<file path="config.mk">
export PLATFORM = sky130hd
export DESIGN_NAME = instruction_sequencer
export DESIGN_NICKNAME = d
export VERILOG_FILES = /design/src/rtl/instruction_sequencer.sv
export SDC_FILE = /design/constraint.sdc
export NUM_CORES = 1
export LEC_CHECK = 0
export ABC_AREA = 1
export BUFFER_PORTS_ARGS = -buffer_cell sky130_fd_sc_hd__buf_2
export CORE_MARGIN = 5
export CORE_UTILIZATION = 47
export CTS_CLUSTER_DIAMETER = 50
export CTS_CLUSTER_SIZE = 30
export DETAILED_ROUTE_END_ITERATION = 6
export PLACE_DENSITY = 0.75
export SETUP_SLACK_MARGIN = 0.3
export SKIP_LAST_GASP = 1
export SLEW_MARGIN = 20
export SYNTH_ARGS = -nofsm -noshare
export SYNTH_HDL_FRONTEND = slang
export SYNTH_SLANG_ARGS = --single-unit
export TNS_END_PERCENT = 20
</file>
<file path="constraint.sdc">
create_clock -name clk -period 1.5 [get_ports clk]
set_clock_uncertainty 0.15 [all_clocks]
set_input_delay 0 -clock clk [delete_from_list [all_inputs] [get_ports clk]]
set_output_delay 0 -clock clk [all_outputs]
set_load 0.03 [all_outputs]
</file>
<file path="src/rtl/instruction_sequencer.sv">
// Instruction sequencer: owns the pc, fetches words from instruction memory
// over req/ack, and hands decoded opcode/register fields to the decoder over
// valid/ready. HALT and illegal opcodes are trapped here, so the decoder only
// ever sees opcodes 0000..0110.
module instruction_sequencer #(
  parameter int PC_W    = 5,
  parameter int REG_AW  = 5,
  parameter int INSTR_W = 19,
  parameter int CNT_W   = 16
) (
  input  logic               clk,
  input  logic               rst,
  input  logic               start,
  output logic               imem_req,
  output logic [PC_W-1:0]    imem_addr,
  input  logic               imem_ack,
  input  logic [INSTR_W-1:0] imem_rdata,
  output logic               issue_valid,
  input  logic               issue_ready,
  output logic [3:0]         opcode,
  output logic [REG_AW-1:0]  ra1,
  output logic [REG_AW-1:0]  ra2,
  output logic [REG_AW-1:0]  wa,
  output logic [PC_W-1:0]    pc_out,
  output logic               halted,
  output logic               illegal,
  output logic [CNT_W-1:0]   issued_count
);

  typedef enum logic [2:0] {
    S_IDLE,
    S_FETCH,
    S_DECODE,
    S_ISSUE,
    S_HALTED
  } state_t;

  localparam logic [3:0] OP_HALT = 4'b1111;

  state_t               state;
  state_t               state_nxt;
  logic [PC_W-1:0]      pc;
  logic [INSTR_W-1:0]   ir_p0;
  logic [3:0]           ir_op;

  // Opcodes 0000..0110 are the ones the decoder implements.
  function automatic logic op_is_legal(input logic [3:0] op);
    return (op <= 4'd6);
  endfunction

  assign ir_op  = ir_p0[INSTR_W-1 -: 4];
  assign pc_out = pc;

  // State register.
  always_ff @(posedge clk) begin
    if (rst) state <= S_IDLE;
    else     state <= state_nxt;
  end

  // Next-state logic and handshake outputs decoded from the state.
  always_comb begin
    state_nxt   = state;
    imem_req    = 1'b0;
    imem_addr   = '0;
    issue_valid = 1'b0;
    case (state)
      S_IDLE: begin
        if (start) state_nxt = S_FETCH;
      end
      S_FETCH: begin
        imem_req  = 1'b1;
        imem_addr = pc;
        if (imem_ack) state_nxt = S_DECODE;
      end
      S_DECODE: begin
        if (op_is_legal(ir_op))   state_nxt = S_ISSUE;
        else if (ir_op == OP_HALT) state_nxt = S_HALTED;
        else                       state_nxt = S_FETCH;
      end
      S_ISSUE: begin
        issue_valid = 1'b1;
        if (issue_ready) state_nxt = S_FETCH;
      end
      S_HALTED: state_nxt = S_HALTED;
      default:  state_nxt = S_IDLE;
    endcase
  end

  // Datapath: instruction register, issued fields, pc, sticky flags, counter.
  always_ff @(posedge clk) begin
    if (rst) begin
      pc           <= '0;
      ir_p0        <= '0;
      opcode       <= '0;
      ra1          <= '0;
      ra2          <= '0;
      wa           <= '0;
      halted       <= 1'b0;
      illegal      <= 1'b0;
      issued_count <= '0;
    end else begin
      case (state)
        S_FETCH: begin
          if (imem_ack) ir_p0 <= imem_rdata;
        end
        S_DECODE: begin
          if (op_is_legal(ir_op)) begin
            opcode <= ir_op;
            ra1    <= ir_p0[3*REG_AW-1 -: REG_AW];
            ra2    <= ir_p0[2*REG_AW-1 -: REG_AW];
            wa     <= ir_p0[REG_AW-1:0];
          end else if (ir_op == OP_HALT) begin
            halted <= 1'b1;
          end else begin
            illegal <= 1'b1;
            pc      <= pc + PC_W'(1);
          end
        end
        S_ISSUE: begin
          if (issue_ready) begin
            pc           <= pc + PC_W'(1);
            issued_count <= issued_count + CNT_W'(1);
          end
        end
        default: ;
      endcase
    end
  end

endmodule

</file>
======== Word level (Yosys, flattened, before mapping) ========
Cells that the tools add are included.
W data, S select, Z words.
storage, ports and cells
  flip-flop bits (word level) ............. 64
  bits of input ports ..................... 24
  output and inout bits ................... 49
  word-level logic and storage cells ...... 47
cells by class
  add/subtract/negate cells ............... 2
  magnitude comparators ................... 1
  eq/ne operators ......................... 10
  multiplexer cells ....................... 13
  bitwise gates (word level) .............. 2
  reductions and logical operators ........ 9
operators with widths
  cell                     count
  $mux W5                  4
  $add A16 B1 Y16 const B  1
  $mux W3                  5
  $pmux W3 S5              1
  $ne A2 B2 Y1 const B     5
  $pmux W5 S2              1
  $reduce_and A3 Y1        3
  $eq A3 B2 Y1 const B     2
  $reduce_and A2 Y1        3
  $add A5 B1 Y5 const B    1
  $eq A4 B4 Y1 const B     1
  $le A4 B3 Y1 const B     1
  $reduce_and A4 Y1        1
  $eq A3 B1 Y1 const B     1
  $eq A3 B3 Y1 const B     1
  $logic_not A3 Y1         1
  $mux W1                  2
  $not A1 Y1               2
  $reduce_bool A2 Y1       1

======== Logic depth before layout (Yosys ltp) ========
Gate-level depths: netlist of run 1.
  depth after elaboration ................. 4
  mapped depth ............................ 9

======== Worst setup path after synthesis of run 1 ========
No wires, ideal clock.
  path type ............................... register to register
  start point ............................. reg issued_count[1]
  end point ............................... reg issued_count[14]
  library setup time ...................... 0.110 ns
  arrival time ............................ 1.464 ns
  required time ........................... 1.240 ns
  path slack .............................. -0.224 ns
  cell stages (with the launch flop) ...... 9
  cells stage by stage .................... dfxtp_1 > ha_1 > nand3_1 > nor2_1 > nand3_1 > nor2_4 > nand3_1 > nand2_1 > nor2_1
on the way
  word-level cells in the longest chain between the ends .. 1
RTL lines
  what                    RTL line  RTL
  from (decl)             27        output logic [CNT_W-1:0] issued_count
  from (signal assigned)  122       issued_count <= issued_count + CNT_W'(1);
  $add A16 B1 Y16         122
Every way passes these cells.
A chain may end at the register's enable or synchronous reset.

======== Worst setup path after layout of run 1 ========
  start point ............................. reg state[1]
  end point ............................... reg pc[1], in the netlist pc_out[1]
on the way
  word-level cells in the longest chain between the ends .. 3
  elaborated cells between the ends (all ways) .. 8
RTL lines
  what                                                                 RTL line  RTL
  from (decl)                                                          40        state_t state;
  from (signal assigned)                                               57        else state <= state_nxt;
  $eq A3 B2 Y1                                                         102       case (state)
  $ne A2 B2 Y1 (no line) / $reduce_bool A2 Y1 (equally long branches)  -
  $reduce_and A4 Y1 (no line)                                          -
  to (signal assigned)                                                 116       pc <= pc + PC_W'(1);
  to (signal assigned)                                                 121       pc <= pc + PC_W'(1);
  to (decl)                                                            42        logic [PC_W-1:0] pc;
Parallel ways exist; a longest one is shown, timed or not.

==> results of run 1 <==
layer usage:
metal,track usage [%],vias to the layer above
met5,0,-
met4,6.091,0
met3,7.795,6
met2,32.55,88
met1,22.22,1264
li1,-,1380
critical path: stages, from the launching register on:
cell and delay [ns]:
dfxtp_4 0.37, inv_4 0.08, nor2_4 0.03, nand2_2 0.09, nor2_4 0.05, buf_12 0.14
nor2_4 0.20, nand2_4 0.11, nand2_1 0.07, a21oi_1 0.05
synth_stat cells (all sizes together):
cell type / count
xnor2: 1
clkbuf: 5
inv: 47
nand2: 50
ha: 2
or2: 1
o21bai: 1
o21ai: 41
nor2: 35
dfxtp: 64
xor2: 4
o21a: 1
nor3b: 2
nand4: 6
buf: 9
a21oi: 56
nand3: 21
nor3: 5
cells by family after synthesis:
kind of cell,count (synthesis)
XOR/XNOR,5
AO/OA/AOI/OAI,99
AND/OR/NAND/NOR,120
adder cells (fa/ha/maj),2
buffers and inverters,61
flip-flops,64
layout by cell type (no fill, tap or decap), types with 4 or more instances in the layout:
cell           instances
a21oi_1               44
a21oi_2               12
buf_12                 4
buf_2                 67
buf_4                 12
buf_6                  8
clkbuf_8              11
dfxtp_1               47
dfxtp_2               10
dfxtp_4                7
dlygate4sd3_1         23
inv_1                 42
inv_4                  4
nand2_1               37
nand2_2                8
nand2_4                4
nand3_1               15
nand3_2                4
nand4_1                5
nor2_1                22
nor2_2                 4
nor2_4                 9
nor3_1                 5
o21ai_0               15
o21ai_1               24
xor2_1                 4
power by group:
part | internal [W] | switching (W) | total [W] | leakage [nW]
Sequential | 0.00191 | 0.000135 | 0.00205 | 0.529
Clock | 0.000676 | 0.000620 | 0.00130 | 0.0926
Combinational | 0.000557 | 0.000890 | 0.00145 | 1.07
Total | 0.00314 | 0.00165 | 0.00479 | 1.69
how the worst max path moves through the flow:
stage / from / endpoint / slack (ns) / cells past startpoint
global route: state[1] / state[1] / -0.06 / 6
detailed placement: state[1] / pc_out[3] / 0.05 / 9
finish: state[1] / pc_out[1] / 0.05 / 9
global placement: state[2] / pc_out[0] / 0.07 / 7
CTS: state[1] / imem_addr[0] / 0.06 / 5
floorplan: issued_count[0] / issued_count[14] / 0.1 / 8
registers in the layout (all words and copies together), names as in the netlist:
name	cells
halted	1
illegal	1
ir_p0	19
issued_count	16
opcode	4
pc_out	5
ra1	5
ra2	5
state	3
wa	5
through the flow:
step,cell area [sq um],utilization [%]
after global placement,3242,57.81
after floorplan,2819,-
after detailed placement,3242,57.81
final,4024,71.75
after CTS,3811,67.96
after global routing,4024,71.75
area by class of cell:
| class | count | area, sq um | area share, % |
|---|---|---|---|
| clock inverter | 3 | 16.27 | 0.4042 |
| timing repair buffer | 116 | 878.3 | 21.83 |
| sequential | 64 | 1320 | 32.80 |
| tap | 72 | 90.09 | 2.239 |
| multi-input combinational | 227 | 1370 | 34.05 |
| inverter | 47 | 193.9 | 4.820 |
| clock buffer | 12 | 155.1 | 3.856 |
what timing repair did:
item                                    in CTS  in global routing
cloned                                       1                  2
endpoints found under the setup margin      70                 73
gates resized for setup                     29                 27
pin swaps                                   10                 18
endpoints found under the hold margin       43                  0
hold buffers                                23                  0
setup buffers                                6                  7
==> impl_results.md, run 1 <==
* TritonCTS clock tree: yes
* Clock Tree Buf Depth at 2
* Synth Area in Compound Gates at 19.71%
* Die area at 7478 sq um
* Hold path endpoint: issued_count[1]
* First-pass GRT wire length at 11520 um
* Worst slew pin tran at 0.2637 ns
* Hold WS at 0.01481 ns
* Hold WC Path Type: input pin to register
* WL met1 at 3124 um
* Core ar. at 5608 sq um
* Clock Root Buffer: clkbuf_8
* Share of the synthesized area in the top cell type at 46.61%
* Fin nets at 491
* Via count at 2738
* Pwr dens at 1190 nW/um^2
* Place WS at 0.04830 ns
* Top layer in use: met4
* Die width at 86.48 um
* Avg Cell Area, Syn at 7.832 sq um
* Max-slew headroom at 82.42%
* Reg-to-reg critical path endpoint: pc_out[1]
* GRT Util Overall at 19.27%
* Yosys warns at 0
* CP Class: register to register
* Fraction of final layout cells sized beyond drive strength 1 at 38.38%
* Hold_sp: issue_ready
* Vias in the first global route at 2602
* R2R depth at 9
* R2r setup slk at 0.05 ns
* Antenna cells at 0
* WHS Path Cells at 5
* Mux contribution to synthesized area at 0%
* Cts bufs inserted at 9
* Post-Layout Cell Count at 541
* Largest cells by area after synthesis: dfxtp_1 47%, a21oi_1 8.4%, nand2_1 6.1%
* Worst-skew pair later-pin latency at 0.34 ns
* CP Data Required Time at 1.57 ns
* Fmax at 0.6881 GHz
* Ports at 73
* DR iter-0 viols at 117
* Sequential share of the synthesized area at 46.61%
* Minimum clock period at 1.453 ns
* Final setup viols at 0
* Synthesized instance count at 351
* Synth Net Count at 377
* Xor and xnor fraction of the mapped netlist area at 1.593%
* Synth Area in Simple Gates at 21.03%
* Worst setup EP type: register
* Pin count of the biggest net entering global routing at 49
* WL met2 at 3620 um
* RSZ-0062 raised after global routing: true
* Peak supply drop at 0.8157 mV
* Total power at 0.004790 W
* Max-slew violations at 0
* Placed cell count at 487
* Register bit total from synthesis at 64
* Max capacitance violation total at 0
* R2r startpoint: state[1]
* Largest family of logic cells by synthesized area: simple AND/OR/NAND/NOR gates
* WP data arrival at 1.52 ns
* Synth Cell Area at 2749 sq um
* WL per Instance at 13.54 um
* Crit start category: register
* Num rows at 27
* Die H at 86.48 um
* Post-Route WL at 7324 um
* Fill cell count at 444
* Count of final hold-check violations at 0
* Crit Path Max Fanout at 6
* Routed Antenna Nets at 0
* Worst setup margin at 0.04663 ns
* Remaining global-route overflow at 0
* Detailed placement HPWL at 4404 um
* Synth cell types at 30
* Gp weighted congestion at 0.8238
* Initial core utilization at 49.02%
* Number of vias per cell at 5.061
* CTS H-Tree Depth at 3
* Clock sink count at 64
* Area Overhead vs Synth at 46.38%
* Yosys top cell by area: dfxtp_1
* Reg clk slew, reported paths at 0.06 ns
* Post-synthesis adder-cell area fraction at 0.9103%
* Leak at 1.692 nW
* Port Buffers at 72
* Status: finished, final reports clean
* DR pass1 iterations at 4
* Routed length on met3 at 539 um
* Drt drc at 0
* Setup_tns at 0 ns
* Initial antenna violation count at 0
* Final period util at 96.89%
Power figures use the tool's default switching activity.
==> run 2, diff against run 1 <==
--- a/config.mk
+++ b/config.mk
@@ -12,7 +12,7 @@
 export CTS_CLUSTER_DIAMETER = 50
 export CTS_CLUSTER_SIZE = 30
 export DETAILED_ROUTE_END_ITERATION = 6
-export PLACE_DENSITY = 0.75
+export PLACE_DENSITY = 0.83
 export SETUP_SLACK_MARGIN = 0.3
 export SKIP_LAST_GASP = 1
 export SLEW_MARGIN = 20
==> run 2 against run 1 <==
The run now ends with hold timing, setup timing left. Power up 6.4%. Register-to-register slack got worse by 0.05 ns. Hold slack worse by 0.050 ns. Maximum frequency fell by 3.3%. Wire length grew 6.4%. Critical path type unchanged. Critical endpoint is now ra1[2].
==> impl_results.md, run 2 (synthesized netlist as in run 1, its figures left out) <==
* Status: complete, but fails checks
* Failing checks: hold timing, setup timing
* Fraction of final layout cells sized beyond drive strength 1 at 40.21%
* Initial antenna violation count at 0
* Max-slew violations at 0
* Fmax at 0.6657 GHz
* Top Registers: ir_p0: 19 flops, issued_count: 16 flops
* First-pass GRT wire length at 11890 um
* Vias in the first global route at 2651
* Ports at 73
* Number of flip-flops in the largest register at 19
* Area Overhead vs Synth at 50.07%
* Crit start category: register
* Via count at 2800
* Cts bufs inserted at 9
* Max-slew headroom at 77.26%
* Remaining global-route overflow at 0
* R2r startpoint: state[1]
* Final setup viols at 1
* Leak at 1.744 nW
* WP data arrival at 1.63 ns
* Reg clk slew, reported paths at 0.08 ns
* Dpl cell area at 3242 sq um
* Die area at 7478 sq um
* Top reg by flops: ir_p0
* Detailed placement HPWL at 4441 um
* CP Class: register to register
* Fin nets at 496
* Pwr dens at 1235 nW/um^2
* Worst slew pin tran at 0.3411 ns
* Number of vias per cell at 5.119
* CP startpoint: state[1]
* DR pass1 iterations at 5
* Antenna cells at 0
* Count of final hold-check violations at 21
* TritonCTS clock tree: yes
* Clock Tree Buf Depth at 2
* CTS H-Tree Depth at 3
* Worst-skew pair later-pin latency at 0.35 ns
* Clock sink count at 64
* RSZ-0062 raised after global routing: true
* Hold WS at -0.03559 ns
* Initial core utilization at 49.02%
* Clock Root Buffer: clkbuf_8
* Pin count of the biggest net entering global routing at 49
* Setup_tns at -0.002189 ns
* Post-Route WL at 7792 um
* Die width at 86.48 um
* Hold_sp: imem_ack
* Hold WC Path Type: input pin to register
* Final Instance Area at 4125 sq um
* Core ar. at 5608 sq um
* Worst setup EP type: register
* Die H at 86.48 um
* Most frequent cells in the layout: 67 x buf_2, 49 x dfxtp_1, 42 x inv_1
* Minimum clock period at 1.502 ns
* R2r setup slk at -0.002 ns
* GRT Util Overall at 19.96%
* Peak supply drop at 1.248 mV
* Register area at 1318 sq um
* Max capacitance violation total at 0
* Port Buffers at 72
* Num rows at 27
* Drt drc at 0
* Final period util at 100.1%
* Gp weighted congestion at 0.9070
* Fill cell count at 416
* Crit Path Max Fanout at 6
* Commonest non-fill, non-tap cell in the layout: buf_2
* CP Data Required Time at 1.63 ns
* DR iter-0 viols at 108
* Worst setup margin at -0.002189 ns
* Multi-input gate area at 1425 sq um
* Routed Antenna Nets at 0
* WL per Instance at 14.24 um
-- run 2: changes by cell type in the layout (fill, tap and decap cells not counted), sizes merged --
cell         delta
clkbuf          -2
nand2           +1
clkinvlp        +1
buf             +4
inv             +1
bufinv          +1
dlygate4sd3     -1
clkinv          +1
-- run 2: per-stage QoR --
stage	total power, W	utilization (%)	cells	setup slack (ns)
after global routing	0.005342	73.56	547	-0.05433
after global placement	0.003115	57.81	487	0.07276
after floorplan	0.002880	-	351	0.09528
after CTS	0.004901	68.63	532	0.05461
after detailed placement	0.003152	57.81	487	0.02072
final	0.005096	73.56	547	-0.002189
-- run 2: worst paths after layout --
kind / to / cells past startpoint
setup reg to reg: ra1[2] / 7
hold reg to reg: opcode[3] / 2
setup / recovery: ra1[2] / 7
hold / removal: ir_p0[17] / 3
-- run 2: area by class of cell --
| cell class | instances | area share (%) |
|---|---|---|
| clock inverter | 7 | 1.850 |
| inverter | 47 | 4.701 |
| multi-input combinational | 228 | 34.55 |
| timing repair buffer | 120 | 21.78 |
| clock buffer | 9 | 3.003 |
| tap | 72 | 2.184 |
| sequential | 64 | 31.94 |
-- run 2: power by group --
group | internal [W] | leakage (nW) | switching, W
Combinational | 0.000589 | 1.11 | 0.000945
Sequential | 0.00191 | 0.529 | 0.000129
Clock | 0.000783 | 0.101 | 0.000742
-- run 2: what timing repair did --
action	in CTS	in global routing
pin swaps	8	16
hold buffers	21	1
endpoints found under the hold margin	44	19
cloned	2	3
gates resized for setup	30	33
endpoints found under the setup margin	70	73
setup buffers	6	11
-- run 2: metal layers --
layer	share of wire (%)	routed length, um	up-vias	track usage, %
li1	-	-	1388	-
met3	5.6	439	22	6.084
met2	52	4035	87	33.59
met5	0	0	-	0
met4	1.9	148	0	8.782
met1	41	3170	1303	23.30
-- run 2: worst max-delay path, cell delays in order, from the launching register on --
cell	delay, ns
dfxtp_4	0.37
inv_4	0.05
nor2_4	0.08
nand2_2	0.08
nor2_4	0.26
clkbuf_16	0.21
o21ai_0	0.08
a21oi_1	0.15
